<file path="src/rtl/servo_ramp_controller.sv">
// Multi-channel hobby-servo PWM generator with per-frame slew-limited width updates.
// Define SERVO_RAMP_EN for slew-limited stepping; otherwise live width jumps to target each frame.
module servo_ramp_controller #(
    parameter  int NUM_CH    = 2,
    parameter  int CLK_HZ    = 50000000,
    parameter  int PERIOD_US = 20000,
    parameter  int MIN_US    = 1000,
    parameter  int MAX_US    = 2000,
    parameter  int CENTER_US = 1500,
    parameter  int STEP_US   = 20,
    parameter  int W         = 15,
    localparam int CW        = (NUM_CH > 1) ? $clog2(NUM_CH) : 1
) (
    input  logic              clk,
    input  logic              rst_n,
    input  logic              enable,
    input  logic              cmd_valid,
    output logic              cmd_ready,
    input  logic [CW-1:0]     cmd_ch,
    input  logic [W-1:0]      cmd_width,
    output logic              cmd_err,
    output logic [NUM_CH-1:0] servo,
    output logic [NUM_CH-1:0] at_target,
    output logic              frame_start
);

`ifdef SERVO_RAMP_EN
    localparam bit RAMP_EN = 1'b1;
`else
    localparam bit RAMP_EN = 1'b0;
`endif

    localparam int              DIV       = CLK_HZ / 1000000;
    localparam int              PW        = (DIV > 1) ? $clog2(DIV) : 1;
    localparam logic [PW-1:0]   PSC_LAST  = PW'(DIV - 1);
    localparam logic [W-1:0]    FCNT_LAST = W'(PERIOD_US - 1);
    localparam logic [W-1:0]    MIN_W     = W'(MIN_US);
    localparam logic [W-1:0]    MAX_W     = W'(MAX_US);
    localparam logic [W-1:0]    CENTER_W  = W'(CENTER_US);
    localparam logic [CW:0]     NUM_CH_W  = (CW + 1)'(NUM_CH);
    // A full-range step makes the slew limiter collapse to a direct live <= target copy.
    localparam logic [W:0]      STEP_W    = RAMP_EN ? (W + 1)'(STEP_US) : {1'b0, {W{1'b1}}};

    logic [PW-1:0]     psc_q, psc_d;
    logic [W-1:0]      fcnt_q, fcnt_d;
    logic [W-1:0]      target_q [NUM_CH];
    logic [W-1:0]      target_d [NUM_CH];
    logic [W-1:0]      live_q   [NUM_CH];
    logic [W-1:0]      live_d   [NUM_CH];
    logic [NUM_CH-1:0] servo_q, servo_d;
    logic [NUM_CH-1:0] at_target_q, at_target_d;
    logic              cmd_err_q, cmd_err_d;
    logic              frame_start_q, frame_start_d;

    logic              us_tick;
    logic              boundary;
    logic              accept;
    logic              ch_ok;
    logic [W-1:0]      clamped;

    function automatic logic [W-1:0] step_toward(input logic [W-1:0] cur, input logic [W-1:0] tgt);
        logic [W:0] up;
        logic [W:0] lim;
        up  = {1'b0, cur} + STEP_W;
        lim = {1'b0, tgt} + STEP_W;
        if (cur < tgt) begin
            return (up >= {1'b0, tgt}) ? tgt : up[W-1:0];
        end else if (cur > tgt) begin
            return ({1'b0, cur} <= lim) ? tgt : W'({1'b0, cur} - STEP_W);
        end
        return cur;
    endfunction

    always_comb begin
        us_tick  = (psc_q == PSC_LAST);
        boundary = us_tick && (fcnt_q == FCNT_LAST);
        accept   = cmd_valid && !boundary;
        ch_ok    = ({1'b0, cmd_ch} < NUM_CH_W);

        if (cmd_width < MIN_W) begin
            clamped = MIN_W;
        end else if (cmd_width > MAX_W) begin
            clamped = MAX_W;
        end else begin
            clamped = cmd_width;
        end

        psc_d  = us_tick ? '0 : psc_q + PW'(1);
        fcnt_d = fcnt_q;
        if (us_tick) begin
            fcnt_d = (fcnt_q == FCNT_LAST) ? '0 : fcnt_q + W'(1);
        end

        for (int unsigned i = 0; i < NUM_CH; i++) begin
            target_d[i] = target_q[i];
            if (accept && ch_ok && (CW'(i) == cmd_ch)) begin
                target_d[i] = clamped;
            end
            live_d[i]      = boundary ? step_toward(live_q[i], target_q[i]) : live_q[i];
            servo_d[i]     = (fcnt_q < live_q[i]) && enable;
            at_target_d[i] = (live_q[i] == target_q[i]);
        end

        cmd_err_d     = accept && !ch_ok;
        frame_start_d = boundary;
    end

    always_ff @(posedge clk or negedge rst_n) begin
        if (!rst_n) begin
            psc_q         <= '0;
            fcnt_q        <= '0;
            servo_q       <= '0;
            at_target_q   <= '1;
            cmd_err_q     <= 1'b0;
            frame_start_q <= 1'b0;
            for (int unsigned i = 0; i < NUM_CH; i++) begin
                target_q[i] <= CENTER_W;
                live_q[i]   <= CENTER_W;
            end
        end else begin
            psc_q         <= psc_d;
            fcnt_q        <= fcnt_d;
            servo_q       <= servo_d;
            at_target_q   <= at_target_d;
            cmd_err_q     <= cmd_err_d;
            frame_start_q <= frame_start_d;
            for (int unsigned i = 0; i < NUM_CH; i++) begin
                target_q[i] <= target_d[i];
                live_q[i]   <= live_d[i];
            end
        end
    end

    assign cmd_ready   = !boundary;
    assign cmd_err     = cmd_err_q;
    assign servo       = servo_q;
    assign at_target   = at_target_q;
    assign frame_start = frame_start_q;

endmodule

</file>
<file path="config.mk">
export PLATFORM = sky130hd
export DESIGN_NAME = servo_ramp_controller
export DESIGN_NICKNAME = d
export VERILOG_FILES = /design/src/rtl/servo_ramp_controller.sv
export SDC_FILE = /design/constraint.sdc
export NUM_CORES = 1
export LEC_CHECK = 0
export CELL_PAD_IN_SITES_DETAIL_PLACEMENT = 0
export CELL_PAD_IN_SITES_GLOBAL_PLACEMENT = 1
export CORE_MARGIN = 1.5
export CORE_UTILIZATION = 39
export CTS_BUF_LIST = sky130_fd_sc_hd__clkbuf_2 sky130_fd_sc_hd__clkbuf_4 sky130_fd_sc_hd__clkbuf_8
export DETAILED_ROUTE_END_ITERATION = 7
export PLACE_DENSITY_LB_ADDON = 0.1
export SETUP_SLACK_MARGIN = 0.5
export SYNTH_ARGS = -nofsm -noshare
export SYNTH_HDL_FRONTEND = slang
export SYNTH_SLANG_ARGS = --single-unit
</file>
<file path="constraint.sdc">
create_clock -name clk -period 5.81 [get_ports clk]
set_input_delay 1.162 -clock clk [delete_from_list [all_inputs] [get_ports clk]]
set_output_delay 1.162 -clock clk [all_outputs]
set_load 0.05 [all_outputs]
</file>
=== After elaboration in Yosys (flattened, before gate mapping) ===
Index checks and enable logic that the tools add are counted.
Widths: inputs -> output; s select.

* Register bits after elaboration: 86
* Output and inout port bits: 7
* Word-level logic and storage cells: 59

* $add $sub $neg: 8
* Order comparisons: 12
* Eq/ne operators: 4
* Muxes and demuxes: 16
* Bitwise gates (word level): 1
* Reductions and logical operators: 9

{| class="wikitable"
|+ Operators by type and width
! operator !! number
|-
| $mux 15 || 11
|-
| $add 15x15->16 const B || 4
|-
| $lt 15x15->1 || 4
|-
| $ge 16x15->1 || 2
|-
| $le 15x16->1 || 2
|-
| $eq 15x15->1 || 2
|-
| $gt 15x15->1 || 2
|-
| $sub 15x15->15 const B || 2
|-
| $add 15x1->15 const B || 1
|-
| $eq 15x15->1 const B || 1
|-
| $gt 15x11->1 const B || 1
|-
| $lt 15x10->1 const B || 1
|-
| $add 6x1->6 const B || 1
|-
| $eq 6x6->1 const B || 1
|-
| $logic_and 1x1->1 || 6
|-
| $mux 6 || 1
|-
| $mux 1 || 4
|-
| $reduce_and 2->1 || 2
|-
| $logic_not 1->1 || 1
|-
| $not 1->1 || 1
|}

=== Longest topological paths before layout ===
* Depth in word-level cells: 5
* Gate-level depth with buffers: 16
* Gate-level depth less buffers: 14

=== Least setup slack after synthesis ===
No wires, ideal clock.

* Path kind: register to register
* Start point: register live_q[22] (netlist bit)
* End point: register live_q[29] (netlist bit)
* Data arrival time: 3.591 ns
* Path slack: 2.085 ns
* Stages on the path, launching flop included: 15
* Buffers on the path: 2
* Cells stage by stage: dfstp_2 -> clkbuf_1 -> or4_1 -> or3_1 -> or2_2 -> xnor2_1 -> ha_1 -> nand3_1 -> or4_1 -> a21oi_1 -> o21ai_0 -> and3b_1 -> buf_2 -> a311oi_1 -> o31ai_1

* Longest elaborated chain between the ends: 4
* Elaborated cells on any way between the ends: 13
* Classes of those cells: 2 x add/sub; 4 x order compare; 6 x mux; 1 x reduce/logical

{| class="wikitable"
|+ RTL lines
! what !! line !! source
|-
| start: declaration || 48 || <nowiki>logic [W-1:0] live_q [NUM_CH];</nowiki>
|-
| start signal: indexed assignment || 129 || <nowiki>live_q[i] <= live_d[i];</nowiki>
|-
| $add 15x15->16, or another cell as far along || 64 || <nowiki>up = {1'b0, cur} + STEP_W;</nowiki>
|-
| $ge 16x15->1, or another cell as far along || 67 || <nowiki>return (up >= {1'b0, tgt}) ? tgt : up[W-1:0];</nowiki>
|-
| $mux 15, or another cell as far along || 67 ||
|-
| $mux 15 / $reduce_and 2->1 (equally long branches) || - ||
|}

Several ways; a longest one is shown, not always the timed one. The select of a mux whose other input is x is not followed.
A chain may end at the register's enable or synchronous reset.

=== Worst setup path after layout ===
* Start point: register live_q[0] (netlist bit)
* End point: register live_q[14] (netlist bit)

The elaborated chain is that of the path after synthesis.

==> run_results.csv <==
group,metric,value,unit
yosys,number_of_flops_mapped_to_enable_cells_by_yosys,0,
timing,final-max-slew-violation-count,0,
flow_run,count_of_maximum_capacitance_violations,0,
setup_path,critical_path.startpoint,"live_q[0]$_DFFE_PN0P_",
setup_path,cp-end-kind,"flip-flop",
setup_path,arrival_worst_endpoint,4360,ps
clock_network,post_cts_hold_buffer_count,0,
clock_network,cts_tree,"built",
floorplanning,fp.dieH,146.6,microns
power,power.internal,0.8551,mW
routing,drtIter0Drc,379,
final_layout,finalNetCount,1113,
grt,grt_first_pass_wirelength,39140,microns
floorplanning,die_width,146.6,microns
clock_network,cts_inserted_buffers,9,
timing,slew-limit-headroom,0.2952,
clock_network,clock_latency_on_the_worst_skew_pair,380,ps
setup_path,reg2reg_from,"live_q[0]$_DFFE_PN0P_",
routing,detail_route.drc_violations,0,
timing,fin_crit,4112,ps
grt,grt_antenna_before_repair,0,
floorplanning,initial_core_utilization,0.3974,
power,p_seq_frac,0.515,
final_layout,instances_no_fill,1241,
setup_path,worst-setup-path-type,"reg2reg",
routing,wl_met2,10620,microns
yosys,ys.warnings.count,0,
yosys,synth_area_per_cell,8.403,sq um
routing,wire_per_inst,19.72,microns
placed_design,port_buffers,25,
clock_network,cts.path.max_buffers,2,
floorplanning,design.core.area,20230,sq um
routing,num_vias,7039,
power,p_sw,0.4045,mW
timing,finClkSkew,11.46,ps
final_layout,areaGrowthSynthToFinish,8.060,%
placed_design,post-dp-hpwl,19260,microns
power,sw_frac_of_total,0.3211,
grt,grt_overflow,0,
placed_design,globalplace.congestion,0.8453,
final_layout,n_fill_cell,2096,
timing,finalHoldViolCount,0,
setup_path,maximum_net_fanout_on_the_critical_path,6,
routing,detailedRoute.firstPassIterationCount,4,
power,clkPwrFrac,0.344,
grt,grt.total_usage,0.2341,
timing,max_freq,243.2,MHz
routing,detail_route.wirelength.met1,12600,microns
clock_network,cts.root.buffer_cell,"clkbuf_8",
timing,max_slew.worst_pin.slew,1047,ps
yosys,synth.ff_latch_count,86,
yosys,synth_flop_cell,"dfrtp_1",
clock_network,cts_htree_levels,3,
timing,final_min_period_over_clock_period,0.7078,
yosys,yosysSeqAreaShare,0.2723,
setup_path,critPathRequiredTime,6050,ps
clock_network,cts_setup_buffers,0,
yosys,synth_top_cell_by_area,"ha_1",
yosys,synth_cells,957,
yosys,syn-num-nets,1104,
clock_network,cts.sinks,86,
timing,setup_viol_count_final,0,
clock_network,clock_input_transition_at_the_sequential_cells_of_the_worst_setup_and_hold_paths,100,ps
power,p_comb_frac,0.140,
routing,wl_met3,979,microns
yosys,synth.top_cell.area_share,0.1976,
timing,totalNegativeSetupSlack,0,ps
min_path,hold_path.startpoint,"psc_q[0]$_DFF_PN0_",
final_layout,final_layout_size_suffix_gt1_frac,0.05973,
setup_path,critPathLaunchType,"flip-flop",
routing,detail_route.vias_per_cell,5.672,
power,p_total,1.260,mW
power,vdd_ir_drop_max,0.1086,mV
yosys,async_flop_share,1.000,
yosys,synth.lib_cells_used.distinct,67,
timing,rsz0062_at_grt,"no",
yosys,yosys-top-cells-area,"ha_1 (20%), dfrtp_1 (17%), dfstp_2 (9.8%)",
yosys,synth_area,8041,sq um
floorplanning,die-area,21490,sq um
min_path,type_of_the_most_critical_hold_path,"reg2reg",
power,power_density_over_cell_area,145.0,nW/um^2
final_layout,antenna_cells_inserted,0,
placed_design,post-place-cells,1225,
timing,holdWs,506.7,ps
power,static-leakage-power,3.682,nW
outcome,outcome,"finished, final reports clean",
grt,largest_net_degree_at_the_start_of_global_routing,49,
routing,route.final.wire_length,24470,microns
routing,antenna_violating_nets_post_route,0,
floorplanning,core.rowCount,52,
routing,route.top_layer_used,"met4",
floorplanning,io_pins,27,
grt,vias_in_the_first_global_route,6899,
clock_network,cts_repair_resize_count,0,
[cell usage after synthesis, types with 3 or more instances]
cell type,n
ha_1,127
nand2_1,80
inv_1,75
xnor2_1,67
o21ai_0,64
a21oi_1,60
nor2_1,58
dfrtp_1,56
nand3_1,39
nor3_1,34
nand4_1,33
dfstp_2,30
clkbuf_1,23
a21o_1,22
nor4_1,21
and3_1,14
a31oi_1,12
nand2b_1,10
o211ai_1,9
xor2_1,9
nor2b_1,8
a211oi_1,7
or3_1,7
or4_1,7
and2_1,6
and4_1,6
o31ai_1,6
o21a_1,5
buf_2,4
a2111o_1,3
a2111oi_0,3
o2111ai_1,3
o2bb2ai_1,3
[worst max-delay path: stages (launching register included)]
cell	delay (ps)
dfrtp_1	450
inv_1	200
ha_1	240
nor4b_1	340
nand3_1	210
nor3_1	250
xnor2_1	90
ha_1	180
or3_1	330
a2111oi_0	390
o211ai_1	260
nor4_1	840
a21o_1	150
a21oi_1	40
[layout by cell type, fill, tap and decap left out, types with 21 or more instances in the layout]
cell             instances
inv_1                   75
nand4_1                 33
nor4_1                  21
xnor2_1                 67
nand3_1                 39
nor3_1                  34
a21o_1                  22
dfrtp_1                 56
nor2_1                  58
o21ai_0                 64
clkdlybuf4s50_1         24
ha_1                   127
a21oi_1                 60
dfstp_2                 30
nand2_1                 80
[final timing paths]
check,to,slack [ps],depth (start not counted)
worst max-delay path,live_q[14]$_DFFE_PN0P_,1700,13
worst min-delay path,psc_q[0]$_DFF_PN0_,510,1
worst max register to register,live_q[14]$_DFFE_PN0P_,1700,13
worst min register to register,psc_q[0]$_DFF_PN0_,510,1
max in group asynchronous,live_q[16]$_DFFE_PN0P_,3980,2
min in group asynchronous,target_q[11]$_DFFE_PN0P_,730,1
[registers in the layout, summed over array words and instances, names as in the netlist]
name / flops
live_q: 30
frame_start: 1
fcnt_q: 15
target_q: 30
at_target: 2
psc_q: 6
servo: 2
[layer usage]
metal  vias to the layer above  GRT usage
li1                       3499          -
met1                      3365     0.3520
met2                       157     0.3568
met3                        18    0.02688
met4                         0    0.05152
met5                         -          0
[cell type report]
cell class	count	area [sq um]	share of cell area
Clock buffer	9	123.9	0.01425
Clock inverter	7	61.31	0.007055
Inverter	76	285.3	0.03283
Multi-Input combinational cell	765	5421	0.6239
Sequential cell	86	2190	0.2520
Tap cell	270	337.8	0.03888
Timing Repair Buffer	28	270.3	0.03110
[through the flow]
step                      instance area (sq um)  setup slack (ps)  utilization
final                                      8690              1698       0.4294
after global routing                       8690              1262       0.4294
after CTS                                  8690              1732       0.4294
after detailed placement                   8504              1778       0.4203
after global placement                     8504              1796       0.4203
after floorplan                            8041              2085            -
[cells by family after synthesis]
group,after synthesis,synth area share
AND/OR/NAND/NOR,339,0.2172
AO/OA/AOI/OAI,218,0.1708
adder cells (fa/ha/maj),127,0.1976
buffers and inverters,106,0.05352
flip-flops,86,0.2723
XOR/XNOR,76,0.08278
multiplexers,4,0.005290
other,1,0.0004663
[power groups by stage]
stage          combinational, mW  sequential (mW)  clock [mW]
6_report                   0.177            0.649       0.434
5_1_grt                    0.203            0.651       0.474
4_1_cts                    0.177            0.648       0.456
3_5_place_dp               0.176            0.659           0
3_3_place_gp               0.178            0.659           0
2_1_floorplan              0.117            0.641           0
(Power assumes the default switching activity.)
